`src/rtl/router_pkg.sv`:
```
// Shared constants and helpers for the router packet source.
package router_pkg;

    // FSM state encoding
    localparam logic [2:0] S_IDLE    = 3'd0;
    localparam logic [2:0] S_HEADER  = 3'd1;
    localparam logic [2:0] S_PAYLOAD = 3'd2;
    localparam logic [2:0] S_PARITY  = 3'd3;
    localparam logic [2:0] S_CHECK   = 3'd4;

    // The router has three output ports; address 3 does not exist.
    localparam logic [1:0] ADDR_INVALID = 2'b11;

    // Header byte: payload length in the upper six bits, port in the lower two.
    function automatic logic [7:0] pack_header(input logic [5:0] len, input logic [1:0] dst);
        return {len, dst};
    endfunction

endpackage

```
`src/rtl/pkt_tx_buf.sv`:
```
// Payload store: one byte per entry, written by the host, read by byte index.
module pkt_tx_buf #(
    parameter int MAX_LEN = 63,
    parameter int AW      = 6
) (
    input  logic          clk,
    input  logic          we,
    input  logic [AW-1:0] waddr,
    input  logic [7:0]    wdata,
    input  logic [AW-1:0] raddr,
    output logic [7:0]    rdata
);

    logic [7:0] mem [MAX_LEN];

    // Contents need no reset; the fill level in the parent decides what is valid.
    always_ff @(posedge clk) begin
        if (we) mem[waddr] <= wdata;
    end

    assign rdata = mem[raddr];

endmodule

```
`src/rtl/router_pkt_tx.sv`:
```
// Frames a buffered payload as header/payload/parity onto the router input,
// honouring busy back-pressure, then samples router err to grade the packet.
import router_pkg::*;

module router_pkt_tx #(
    parameter int MAX_LEN   = 63,
    parameter int CHECK_CYC = 3
) (
    input  logic       clk,
    input  logic       rst,
    input  logic       wr_en,
    input  logic [7:0] wr_data,
    input  logic       start,
    input  logic [1:0] dest,
    input  logic       busy,
    input  logic       err,
    output logic [7:0] d_out,
    output logic       pkt_valid,
    output logic       tx_active,
    output logic [5:0] count,
    output logic       done,
    output logic       pkt_err,
    output logic       cmd_err
);

    localparam logic [7:0] WIN_LAST = 8'(CHECK_CYC - 1);

    logic [2:0] state;
    logic [5:0] idx;
    logic [1:0] dest_q;
    logic [7:0] parity;
    logic [7:0] win;
    logic       err_seen;
    logic [7:0] header;
    logic [7:0] rd_data;
    logic       buf_we;

    assign header = pack_header(count, dest_q);

    // A start in the same cycle wins over a host write; a full buffer drops it.
    assign buf_we = (state == S_IDLE) && wr_en && !start && (count < 6'(MAX_LEN));

    pkt_tx_buf #(.MAX_LEN(MAX_LEN), .AW(6)) u_buf (
        .clk   (clk),
        .we    (buf_we),
        .waddr (count),
        .wdata (wr_data),
        .raddr (idx),
        .rdata (rd_data)
    );

    // Outputs decode straight from state so a reset drops pkt_valid immediately.
    always_comb begin
        d_out     = 8'h00;
        pkt_valid = 1'b0;
        case (state)
            S_HEADER:  begin d_out = header;  pkt_valid = 1'b1; end
            S_PAYLOAD: begin d_out = rd_data; pkt_valid = 1'b1; end
            S_PARITY:  d_out = parity;
            default:   ;
        endcase
    end

    assign tx_active = (state != S_IDLE);

    // Main sequencer: buffer fill, start decode, byte stepping and err window.
    always_ff @(posedge clk or negedge rst) begin
        if (!rst) begin
            state    <= S_IDLE;
            count    <= 6'd0;
            idx      <= 6'd0;
            dest_q   <= 2'd0;
            parity   <= 8'h00;
            win      <= 8'd0;
            err_seen <= 1'b0;
            done     <= 1'b0;
            pkt_err  <= 1'b0;
            cmd_err  <= 1'b0;
        end else begin
            done    <= 1'b0;
            cmd_err <= 1'b0;
            case (state)
                S_IDLE: begin
                    if (start) begin
                        if (count == 6'd0 || dest == ADDR_INVALID) begin
                            cmd_err <= 1'b1;
                        end else begin
                            dest_q <= dest;
                            state  <= S_HEADER;
                        end
                    end else if (buf_we) begin
                        count <= count + 6'd1;
                    end
                end
                S_HEADER: begin
                    if (!busy) begin
                        parity <= header;
                        idx    <= 6'd0;
                        state  <= S_PAYLOAD;
                    end
                end
                S_PAYLOAD: begin
                    if (!busy) begin
                        parity <= parity ^ rd_data;
                        idx    <= idx + 6'd1;
                        if (idx == count - 6'd1) state <= S_PARITY;
                    end
                end
                S_PARITY: begin
                    if (!busy) begin
                        win      <= 8'd0;
                        err_seen <= 1'b0;
                        state    <= S_CHECK;
                    end
                end
                S_CHECK: begin
                    err_seen <= err_seen | err;
                    win      <= win + 8'd1;
                    if (win == WIN_LAST) begin
                        done    <= 1'b1;
                        pkt_err <= err_seen | err;
                        count   <= 6'd0;
                        state   <= S_IDLE;
                    end
                end
                default: state <= S_IDLE;
            endcase
        end
    end

endmodule

```
`config.mk`:
```
export PLATFORM = sky130hd
export DESIGN_NAME = router_pkt_tx
export DESIGN_NICKNAME = d
export VERILOG_FILES = /design/src/rtl/router_pkg.sv /design/src/rtl/pkt_tx_buf.sv /design/src/rtl/router_pkt_tx.sv
export SDC_FILE = /design/constraint.sdc
export NUM_CORES = 1
export LEC_CHECK = 0
export ABC_AREA = 1
export BUFFER_PORTS_ARGS = -buffer_cell sky130_fd_sc_hd__buf_2
export CORE_MARGIN = 2
export CORE_UTILIZATION = 40
export CTS_CLUSTER_SIZE = 25
export DETAILED_ROUTE_END_ITERATION = 12
export GPL_ROUTABILITY_DRIVEN = 0
export PLACE_DENSITY = 0.59
export SYNTH_ARGS = -nofsm -noshare
export SYNTH_HDL_FRONTEND = slang
export SYNTH_HIERARCHICAL = 1
export SYNTH_SLANG_ARGS = --single-unit
```
`constraint.sdc`:
```
create_clock -name clk -period 3.1 [get_ports clk]
set_clock_uncertainty 0.1 [all_clocks]
set_input_delay 0.465 -clock clk [delete_from_list [all_inputs] [get_ports clk]]
set_output_delay 0.465 -clock clk [all_outputs]
set_load 0.03 [all_outputs]
```
==> summary.md, run 1 <==
| Metric | Value |
|---|---|
| Outcome | complete, but fails checks |
| Violated checks | setup timing |
| Syn Area/Cell | between 10 and 15 um^2 |
| Setup slack after layout | -0.217 ns |
| CTS tree | yes |
| CP required | roughly 2.5 ns |
| Commonest non-fill, non-tap cells in the layout | nand2_1 (652), edfxtp_1 (504), nand3_1 (357), buf_4 (107), nor2_1 (93) |
| Worst hold start | dest[0] |
| Synth-to-layout area growth | 23.7% |
| Most used cell, CP | nand2_1 |
| Hold Crit Class | in2reg |
| # Max-Cap Violations | 0 |
| Most common cell after layout, fill and taps aside | nand2_1 |
| Pleak | 10.6 nW |
| Nets | around 2,200 |
| Post-Layout Cell Count | a little over 3,000 |
| Clock transition at the registers of the reported paths | roughly 0.06 ns |
| Gate Count Post-Synth | between 2,000 and 2,500 |
| Distinct cells, synth | 40 |
| Initial antenna violation count | 1 |
| Ant. Diodes | 0 |
| TritonCTS Sinks | 541 |
| Fin Setup TNS | -1.55 ns |
| Arrival time worst endpoint | roughly 2.8 ns |
| CP Launch Type | flip-flop |
| DR WL/cell | 22.1 um |
| Reg2reg path depth | 8 |
| Register area share after synthesis | 0.699 |
| All-layer global routing usage | 0.220 |
| Post-Syn Nets | between 2,000 and 2,500 |
| Met2 GRT Util | 0.349 |
| GRT overflow | 0 |
| Critical path class | reg2out |
| Fin. Hold Viols | 0 |
| Inserted Clock Buffers | 56 |
| Routed WL | between 60 and 70 mm |
| Reg2reg end | u_buf/mem[39][2] |
| Detailed-router iteration count before antenna repair | 5 |
| Final Cycle Share | 1.07 |
| Placed cells | ~2,900 |
| Yosys warns | 6 |
| First-pass GRT wire length | 98.8 mm |
| Largest net degree at the start of global routing | roughly 60 |
| CP startpoint | idx[0] |
| Final setup viols | 8 |
| R2R Setup Slk | 0.33 ns |
| Peak supply drop | roughly 0.00049 V |
| # IOs | 35 |
| Final Util | 0.502 |
| Final min period | roughly 3.3 ns |
| Worst-margin pin slew | between 0.9 and 1 ns |
| Die area | around 59,000 um^2 |
| Layout cells sized above 1 | 0.204 |
| Reg-to-Reg Start | state[2] |
| Fin. max-slew vios | 0 |
| M3 GR Usage | 0.0398 |
| CP max stage cell | dfrtp_4 |
| Root Buffer | clkbuf_16 |
| Slew HR | 0.361 |
| Fill count | 4,933 |
| Maximum buffer depth of the clock tree | 3 |
| Vias/cell | 5.52 |
| GR peak layer | met2 |
| Critical path, cell by cell | buf_12, clkinv_16, buf_12, clkbuf_16, nand2_1, nand3_1, nand3_1, nand2_1, nand2_1, nand3_2, nand3_2, nand2_2, nand2_2, o221ai_4, buf_6 |
| Endpoint, Worst Hold | dest_q[0] |
| HPWL after DPL | between 30 and 40 mm |
| Final ANT Viol Nets | 0 |
| Residual DRC | 0 |
| Via count | ~17,000 |
| Crit end category | output pin |
| CTS H-Tree Depth | 2 |
| Die X | about 240 um |
| Unrepaired setup endpoints after global routing | true |
| Flops & latches, synth | around 540 |
| Initial core utilization | 0.406 |
| Hold depth | 3 |
| Die height | around 240 um |
| CP max FO | 7 |
| Met1 Use GR | 0.308 |
| Core Footprint | between 50,000 and 60,000 um^2 |
| Port Buf Inserts | 34 |
| Vias in the first global route | about 16,000 |
| Worst stage delay on the critical path | around 0.43 ns |
| Max Clk Rate | between 300 and 400 MHz |
| Cell area after synthesis | about 23,000 um^2 |
| Clock latency on the worst-skew pair | approximately 0.63 ns |
| Initial DRC Count | a little under 2,000 |
| # rows | 87 |
| Power density cells | 536 nW/um^2 |
-- worst max-delay path: cells and delay by family (launching register included) --
family                 cells  cell delay (ns)
AO/OA/AOI/OAI              1             0.12
AND/OR/NAND/NOR            9             0.81
buffers and inverters      5             0.77
flip-flops                 1             0.43
-- cell families after synthesis --
family / after synthesis / share of synthesized area
buffers and inverters: 175 / 0.0373
xor gates and xnor gates: 4 / 0.00153
and+or+nand+nor: 1287 / 0.242
DFF: 541 / 0.699
AOI/OAI and AO/OA: 62 / 0.0168
adders and majority gates: 5 / 0.00272
-- power by group --
group	internal, mW	switching (mW)
logic	0.0480	0.208
registers	7.98	0.000283
clock network	4.18	2.82
-- state kept, by name, indices dropped and copies added, names as in the netlist --
name	count
parity	8
u_buf/mem	504
err_seen	1
done	1
pkt_err	1
cmd_err	1
idx	6
win	8
state	3
dest_q	2
count	6
-- layout make-up --
cell class | count | area [um^2] | area share
Inverter | 61 | 270 | 0.00951
Timing Repair Buffer | 198 | 2380 | 0.0838
Clock inverter | 39 | 448 | 0.0158
Tap cell | 756 | 946 | 0.0333
Timing Repair inverter | 2 | 38.8 | 0.00137
Multi-Input combinational cell | 1358 | 6800 | 0.239
Clock buffer | 64 | 1450 | 0.0511
Sequential cell | 541 | 16100 | 0.566
-- worst max path at each step --
stage | endpoint | cells past startpoint
6_report | d_out[2] | 15
5_1_grt | d_out[2] | 15
4_1_cts | d_out[1] | 14
3_5_place_dp | d_out[4] | 13
3_3_place_gp | d_out[4] | 13
2_1_floorplan | u_buf/mem[32][0] | 9
-- cells in the mapped netlist, drive strengths merged --
cell / count / area [um^2]
a31o: 1 / 8.76
a31oi: 1 / 6.26
o31ai: 1 / 7.51
nor3b: 1 / 7.51
nor2: 96 / 373
nand3: 448 / 2270
edfxtp: 504 / 15100
inv: 61 / 234
nor4: 8 / 50.1
o211ai: 2 / 15.0
a22oi: 9 / 67.6
xnor2: 1 / 8.76
clkbuf: 22 / 82.6
buf: 92 / 541
nor3: 9 / 71.3
nand2: 712 / 2710
o221ai: 6 / 52.6
o21ai: 29 / 145
xor2: 3 / 26.3
dfrtp: 37 / 926
nand4: 13 / 87.6
a32o: 1 / 10.0
a21oi: 1 / 5.00
ha: 5 / 62.6
o22ai: 11 / 68.8
-- stage by stage --
step	instance area [um^2]	setup slack, ns	hold WS (ns)	power, mW
floorplan	23000	-0.0397	0.0694	8.17
global placement	24600	0.0586	0.353	8.36
detailed placement	24600	0.0574	0.357	8.36
CTS	27800	-0.243	0.00374	15.3
global route	28400	-0.322	0.0443	15.6
finish	28400	-0.217	0.0327	15.2
-- per-layer routing --
layer / wire length (um) / part of all wire / up-vias
li1: - / - / 7574
met1: 28000 / 0.42 / 8185
met2: 31600 / 0.47 / 779
met3: 5270 / 0.079 / 114
met4: 1880 / 0.028 / 0
met5: 0 / 0 / -
-- repair_timing --
item,CTS,global route
pin swaps,29,56
hold endpoints to repair,39,0
hold buffers,2,0
resized for setup,131,96
buffers inserted,17,2
gates cloned,20,7
endpoints found under the setup margin,8,8
(Power assumes the default switching activity.)
==> inputs of run 2 (changes only) <==
Settings changed: CORE_MARGIN 2 to default.
==> run 2 against run 1 <==
Effect of this change: the run still ends with setup timing left; first-iteration DRC count down 19%; final cell count up 0.17%; die area down 1.6%; clock power down 8.4%; final area up 0.35%; combinational power down 7%; sequential power about the same; global-route usage down 0.40 points; critical path depth unchanged; hold slack worse by 0.0049 ns; register-to-register slack worse by 0.18 ns; sequential share of layout area down 0.20 points; critical path type unchanged.
==> summary.md, run 2 (synthesis results as in run 1) <==
| Metric | Value |
|---|---|
| CP required | about 2.5 ns |
| Most common cell after layout, fill and taps aside | nand2_1 |
| Port Buf Inserts | 34 |
| DR WL/cell | between 20 and 25 um |
| Fin. max-slew vios | 0 |
| Inserted Clock Buffers | 55 |
| HPWL after DPL | 35.7 mm |
| Clock power frac | 0.438 |
| Arrival time worst endpoint | between 2 and 3 ns |
| Pleak | around 11 nW |
| Worst hold start | dest[1] |
| Reg-to-Reg Start | state[2] |
| Outcome | complete, but fails checks |
| Fin Setup TNS | -1.43 ns |
| Routed WL | about 65 mm |
| R2R Setup Slk | around 0.15 ns |
| Violated checks | setup timing |
| Initial core utilization | 0.406 |
| Cell area after layout | approximately 29,000 um^2 |
| Sw Share | 0.203 |
| Nets | around 2,200 |
| Fin. Hold Viols | 0 |
| Maximum buffer depth of the clock tree | 3 |
| Clock transition at the registers of the reported paths | roughly 0.060 ns |
| Detailed-router iteration count before antenna repair | 6 |
| All-layer global routing usage | 0.216 |
| Area of placed instances | 24,600 um^2 |
| Commonest non-fill, non-tap cells in the layout | nand2_1 (624), edfxtp_1 (504), nand3_1 (338), buf_4 (109), nand3_2 (95) |
| Core Footprint | ~57,000 um^2 |
| Die height | about 240 um |
| Largest net degree at the start of global routing | 81 |
| Final Util | 0.504 |
| Sequential power share | 0.545 |
| Switching power total | approximately 3.0 mW |
| Setup slack after layout | -0.210 ns |
| Vias/cell | about 5.5 |
| Hold Crit Class | in2reg |
| Final min period | about 3.3 ns |
| Slew HR | 0.380 |
| CP max FO | 7 |
| Vias in the first global route | 15,900 |
| Clock latency on the worst-skew pair | just over 0.6 ns |
| Power density cells | 513 nW/um^2 |
| # Max-Cap Violations | 0 |
| Peak supply drop | 0.000491 V |
| TritonCTS Sinks | roughly 540 |
| Residual DRC | 0 |
| Initial antenna violation count | 0 |
| Critical path class | reg2out |
| Dpl ws | 0.179 ns |
| Largest Register | u_buf/mem |
| Final Cycle Share | 1.07 |
| Regs by FF count | u_buf/mem x504, parity x8, win x8 |
| Worst-margin pin slew | around 0.93 ns |
| Die X | around 240 um |
| Initial DRC Count | 1,592 |
| Layout cells sized above 1 | 0.225 |
| Reg2reg path depth | 10 |
| Crit end category | output pin |
| # rows | 87 |
| Via count | about 17,000 |
| Part of the power in combinational logic | 0.016 |
| Max Clk Rate | 302 MHz |
| Final ANT Viol Nets | 0 |
| First-pass GRT wire length | 96.6 mm |
| CTS H-Tree Depth | 2 |
| Root Buffer | clkbuf_16 |
| GRT overflow | 0 |
| Die area | around 58,000 um^2 |
| CTS tree | yes |
| # IOs | 35 |
| Max reg flops | between 500 and 600 |
| Reg2reg end | u_buf/mem[26][3] |
| Synth-to-layout area growth | 24.1% |
| Unrepaired setup endpoints after global routing | true |
| Fin Hold WS | between 0.02 and 0.03 ns |
| Int Power | 11.7 mW |
| Final setup viols | 8 |
| CP Launch Type | flip-flop |
| Endpoint, Worst Hold | dest_q[1] |
| Hold depth | 3 |
[run 2: cell count changes in the layout (fill, tap and decap cells not counted), moves of 3 or more]
cell / delta
nand3_2: +18
buf_6: +3
clkbuf_1: +4
bufinv_16: -6
clkbuf_16: +3
nand3_1: -19
nand2_4: +5
nand2_2: +23
clkinv_2: -3
clkinvlp_4: +3
nand2_1: -28
clkinv_8: +3
[run 2: worst max path at each step]
stage	startpoint	end	slack, ns	cells after the start
6_report	idx[0]	d_out[1]	-0.21	15
5_1_grt	idx[0]	d_out[1]	-0.29	15
4_1_cts	idx[0]	d_out[2]	-0.20	15
3_5_place_dp	idx[0]	d_out[3]	0.18	13
3_3_place_gp	idx[0]	d_out[5]	0.21	13
2_1_floorplan	count[0]	u_buf/mem[32][0]	-0.04	9
[run 2: layer usage]
layer	track usage	vias up	part of all wire	routed length [um]
met3	0.0285	114	0.074	4820
li1	-	7559	-	-
met4	0.0764	0	0.029	1890
met2	0.352	688	0.48	31400
met1	0.296	8200	0.42	27300
met5	0	-	0	0
[run 2: power groups by stage]
stage | combinational (mW) | clock, mW | sequential (mW)
2_1_floorplan | 0.0336 | 0 | 8.13
3_3_place_gp | 0.213 | 0 | 8.13
3_5_place_dp | 0.217 | 0 | 8.13
4_1_cts | 0.234 | 6.50 | 7.98
5_1_grt | 0.255 | 6.78 | 7.97
6_report | 0.239 | 6.41 | 7.98
[run 2: stage by stage]
stage,power [mW],std cells
2_1_floorplan,8.17,2074
3_3_place_gp,8.34,2872
3_5_place_dp,8.35,2872
4_1_cts,14.7,3013
5_1_grt,15.0,3023
6_report,14.6,3024
[run 2: worst max-delay path, cell delays in order (launching register included)]
cell and delay [ns]:
dfrtp_4 0.52, buf_8 0.16, inv_12 0.10, buf_12 0.15, clkbuf_16 0.15, nand2_1 0.07
nand3_2 0.07, nand3_2 0.07, nand3_2 0.11, nand2_2 0.07, nand2_2 0.09, nand3_2 0.11
nand2_4 0.10, nand2_2 0.06, o211ai_1 0.11, buf_4 0.19
[run 2: cell type report]
cell class / count / area [um^2]
clock buffer: 67 / 1440
tap: 756 / 946
fill: 4959 / 28100
inverter: 61 / 256
timing repair buffer: 206 / 2490
antenna: 1 / 2.50
sequential: 541 / 16100
timing repair inverter: 2 / 25.0
clock inverter: 32 / 279
multi-input combinational: 1358 / 7000
[run 2: timing repair]
| item | 4_1_cts | 5_1_grt |
|---|---|---|
| buffers inserted | 20 | 1 |
| pin swaps | 56 | 70 |
| gates cloned | 20 | 11 |
| setup endpoints to repair | 8 | 8 |
| resized for setup | 177 | 106 |
| hold buffers | 2 | 0 |
| endpoints found under the hold margin | 39 | 0 |
==> inputs of run 3 (changes only) <==
Settings changed: REMOVE_ABC_BUFFERS from default to 1, SYNTH_HIERARCHICAL 1 to default.
==> run 3 against run 2 <==
Effect of this change: the run still ends with setup timing left; sequential power grew 6.0%; final area shrank 0.52%; synthesized cell count grew 0.92%; critical path depth shrank 3; area after synthesis is essentially flat; largest cell class unchanged; largest power group is now combinational cells.
==> summary.md, run 3 <==
| Metric | Value |
|---|---|
| Maximum buffer depth of the clock tree | 3 |
| Cell taking the most area after synthesis | edfxtp_1 |
| Cell area after layout | between 20,000 and 30,000 um^2 |
| Post-Layout Cell Count | 3,075 |
| Routed WL | 67.4 mm |
| Reg2reg path depth | 24 |
| Outcome | complete, but fails checks |
| Fin. max-slew vios | 0 |
| Slew HR | 0.278 |
| EDFF count, synth | 504 |
| Initial core utilization | 0.406 |
| Root Buffer | clkbuf_16 |
| Die area | between 50,000 and 60,000 um^2 |
| Max reg flops | 504 |
| Worst-margin pin slew | ~1.1 ns |
| CTS H-Tree Depth | 2 |
| Arrival time worst endpoint | roughly 2.9 ns |
| Die X | ~240 um |
| Port Buf Inserts | 34 |
| GRT overflow | 0 |
| Yosys top cell area share | 0.659 |
| Final ANT Viol Nets | 0 |
| DR WL/cell | 21.9 um |
| Crit end category | output pin |
| Via count | 16,500 |
| Endpoint, Worst Hold | cmd_err |
| Initial DRC Count | roughly 1,800 |
| Die height | 242 um |
| Residual DRC | 0 |
| Worst hold start | start |
| Regs by FF count | u_buf.mem x504, parity x8, win x8 |
| Fin. Hold Viols | 0 |
| CTS tree | yes |
| Core Footprint | around 57,000 um^2 |
| Fin Setup TNS | -2.70 ns |
| Peak supply drop | between 0.0006 and 0.0007 V |
| GR peak layer | met2 |
| Fill count | ~5,000 |
| Max Clk Rate | 292 MHz |
| Most common cell after layout, fill and taps aside | edfxtp_1 |
| Register area | roughly 16,000 um^2 |
| Pleak | roughly 11 nW |
| Ys async rst share | 0.0684 |
| Largest Register | u_buf.mem |
| Fin Hold WS | between 0.03 and 0.04 ns |
| CP Launch Type | flip-flop |
| Yosys warns | 0 |
| Power density cells | roughly 870 nW/um^2 |
| Unrepaired setup endpoints after global routing | true |
| Layout cells sized above 1 | 0.205 |
| Commonest non-fill, non-tap cells in the layout | edfxtp_1 (504), nand2_1 (383), nor2_1 (355), nand3_1 (191), buf_4 (138) |
| Reg-to-Reg Start | idx[0] |
| Vias/cell | 5.36 |
| R2R Setup Slk | -0.29 ns |
| CP max FO | 6 |
| Largest net degree at the start of global routing | 73 |
| Top cells by area, synth | edfxtp_1 (66%), nand2_1 (7.1%), nor2_1 (6.0%) |
| Total power | approximately 25 mW |
| Hold Crit Class | in2reg |
| Synth-to-layout area growth | 23.4% |
| Register area share after synthesis | 0.699 |
| Final Cycle Share | 1.11 |
| CP required | ~2.5 ns |
| Flops & latches, synth | between 500 and 600 |
| Gate Count Post-Synth | between 2,000 and 2,500 |
| Dpl ws | -0.00389 ns |
| Final setup viols | 9 |
| Placed cells | roughly 3,000 |
| Cell area after synthesis | 23,000 um^2 |
| Top-count cell post-synth | edfxtp_1 |
| Critical path class | reg2out |
| # Max-Cap Violations | 0 |
| Clock latency on the worst-skew pair | roughly 0.61 ns |
| First-pass GRT wire length | 97.8 mm |
| TritonCTS Sinks | approximately 540 |
| # rows | 87 |
| Multi-input gate area | roughly 6600 um^2 |
| All-layer global routing usage | 0.220 |
| Synth top cells by count | edfxtp_1 (504), nand2_1 (433), nor2_1 (369) |
| HPWL after DPL | 38.8 mm |
| Met1 Use GR | 0.306 |
| M3 GR Usage | 0.0380 |
| Setup slack after layout | -0.329 ns |
| Area of placed instances | between 20,000 and 25,000 um^2 |
| Final min period | ~3.4 ns |
| Top FF cell, synth | edfxtp_1 |
| Inserted Clock Buffers | 56 |
| Syn Area/Cell | about 11 um^2 |
| # IOs | 35 |
| Ant. Diodes | 0 |
| Violated checks | setup timing |
| Nets | roughly 2,300 |
| Hold depth | 3 |
| Reg2reg end | parity[4] |
| Clock transition at the registers of the reported paths | around 0.060 ns |
| Vias in the first global route | approximately 16,000 |
| Met2 GRT Util | 0.348 |
| Distinct cells, synth | 43 |
| Initial antenna violation count | 0 |
| Final Util | 0.501 |
| Detailed-router iteration count before antenna repair | 6 |
-- run 3: worst max-delay path by stage --
| stage | start | end | slack [ns] | cells past startpoint |
|---|---|---|---|---|
| final | idx[0] | d_out[5] | -0.33 | 12 |
| after global routing | idx[0] | d_out[2] | -0.43 | 14 |
| after CTS | idx[0] | d_out[7] | -0.35 | 16 |
| after detailed placement | idx[0] | d_out[7] | -0.004 | 17 |
| after global placement | idx[0] | d_out[7] | -0.04 | 17 |
| after floorplan | idx[0] | d_out[5] | -4.86 | 9 |
-- run 3: layout make-up --
type,instances,share of cell area
flip-flops and latches,541,0.567
multi-input cells,1333,0.232
clock inverters,40,0.0106
clock buffers,65,0.0517
well taps,756,0.0334
repair buffers,235,0.0909
inverters,105,0.0149
-- run 3: what timing repair did --
item | 4_1_cts | 5_1_grt
pin swaps | 17 | 48
endpoints found under the setup margin | 8 | 9
buffers inserted | 15 | 15
gates resized for setup | 101 | 142
endpoints found under the hold margin | 39 | 0
hold buffers | 2 | 0
gates cloned | 7 | 14
-- run 3: critical path, stage by stage (launching register included) --
cell,delay [ns]
dfrtp_4,0.55
buf_6,0.18
clkbuf_16,0.16
or2_2,0.30
o21ai_2,0.06
a21oi_1,0.08
nor2_2,0.19
nand2_2,0.11
nand3_2,0.11
nand2_2,0.09
nand2_4,0.08
o221ai_4,0.12
buf_6,0.21
-- run 3: kinds of logic (layout without fill, tap and decap cells) --
| family | Yosys count | count (layout) | synth area share |
|---|---|---|---|
| AOI/OAI and AO/OA | 265 | 265 | 0.0616 |
| xor gates and xnor gates | 9 | 9 | 0.00343 |
| adders and majority gates | 5 | 5 | 0.00272 |
| buffers and inverters | 219 | 445 | 0.0449 |
| DFF | 541 | 541 | 0.699 |
| muxes | 1 | 1 | 0.000436 |
| and+or+nand+nor | 1053 | 1053 | 0.188 |
-- run 3: power by group --
| part | leakage, nW | total [mW] | switching, mW | internal [mW] |
|---|---|---|---|---|
| clock network | 0.879 | 6.51 | 2.80 | 3.71 |
| registers | 5.00 | 8.46 | 0.232 | 8.23 |
| logic | 4.74 | 9.72 | 6.06 | 3.66 |
-- run 3: routing by layer --
metal  part of all wire  up-vias
met1               0.43     8121
met4              0.032        0
li1                   -     7576
met2               0.47      659
met5                  0        -
met3              0.076      118
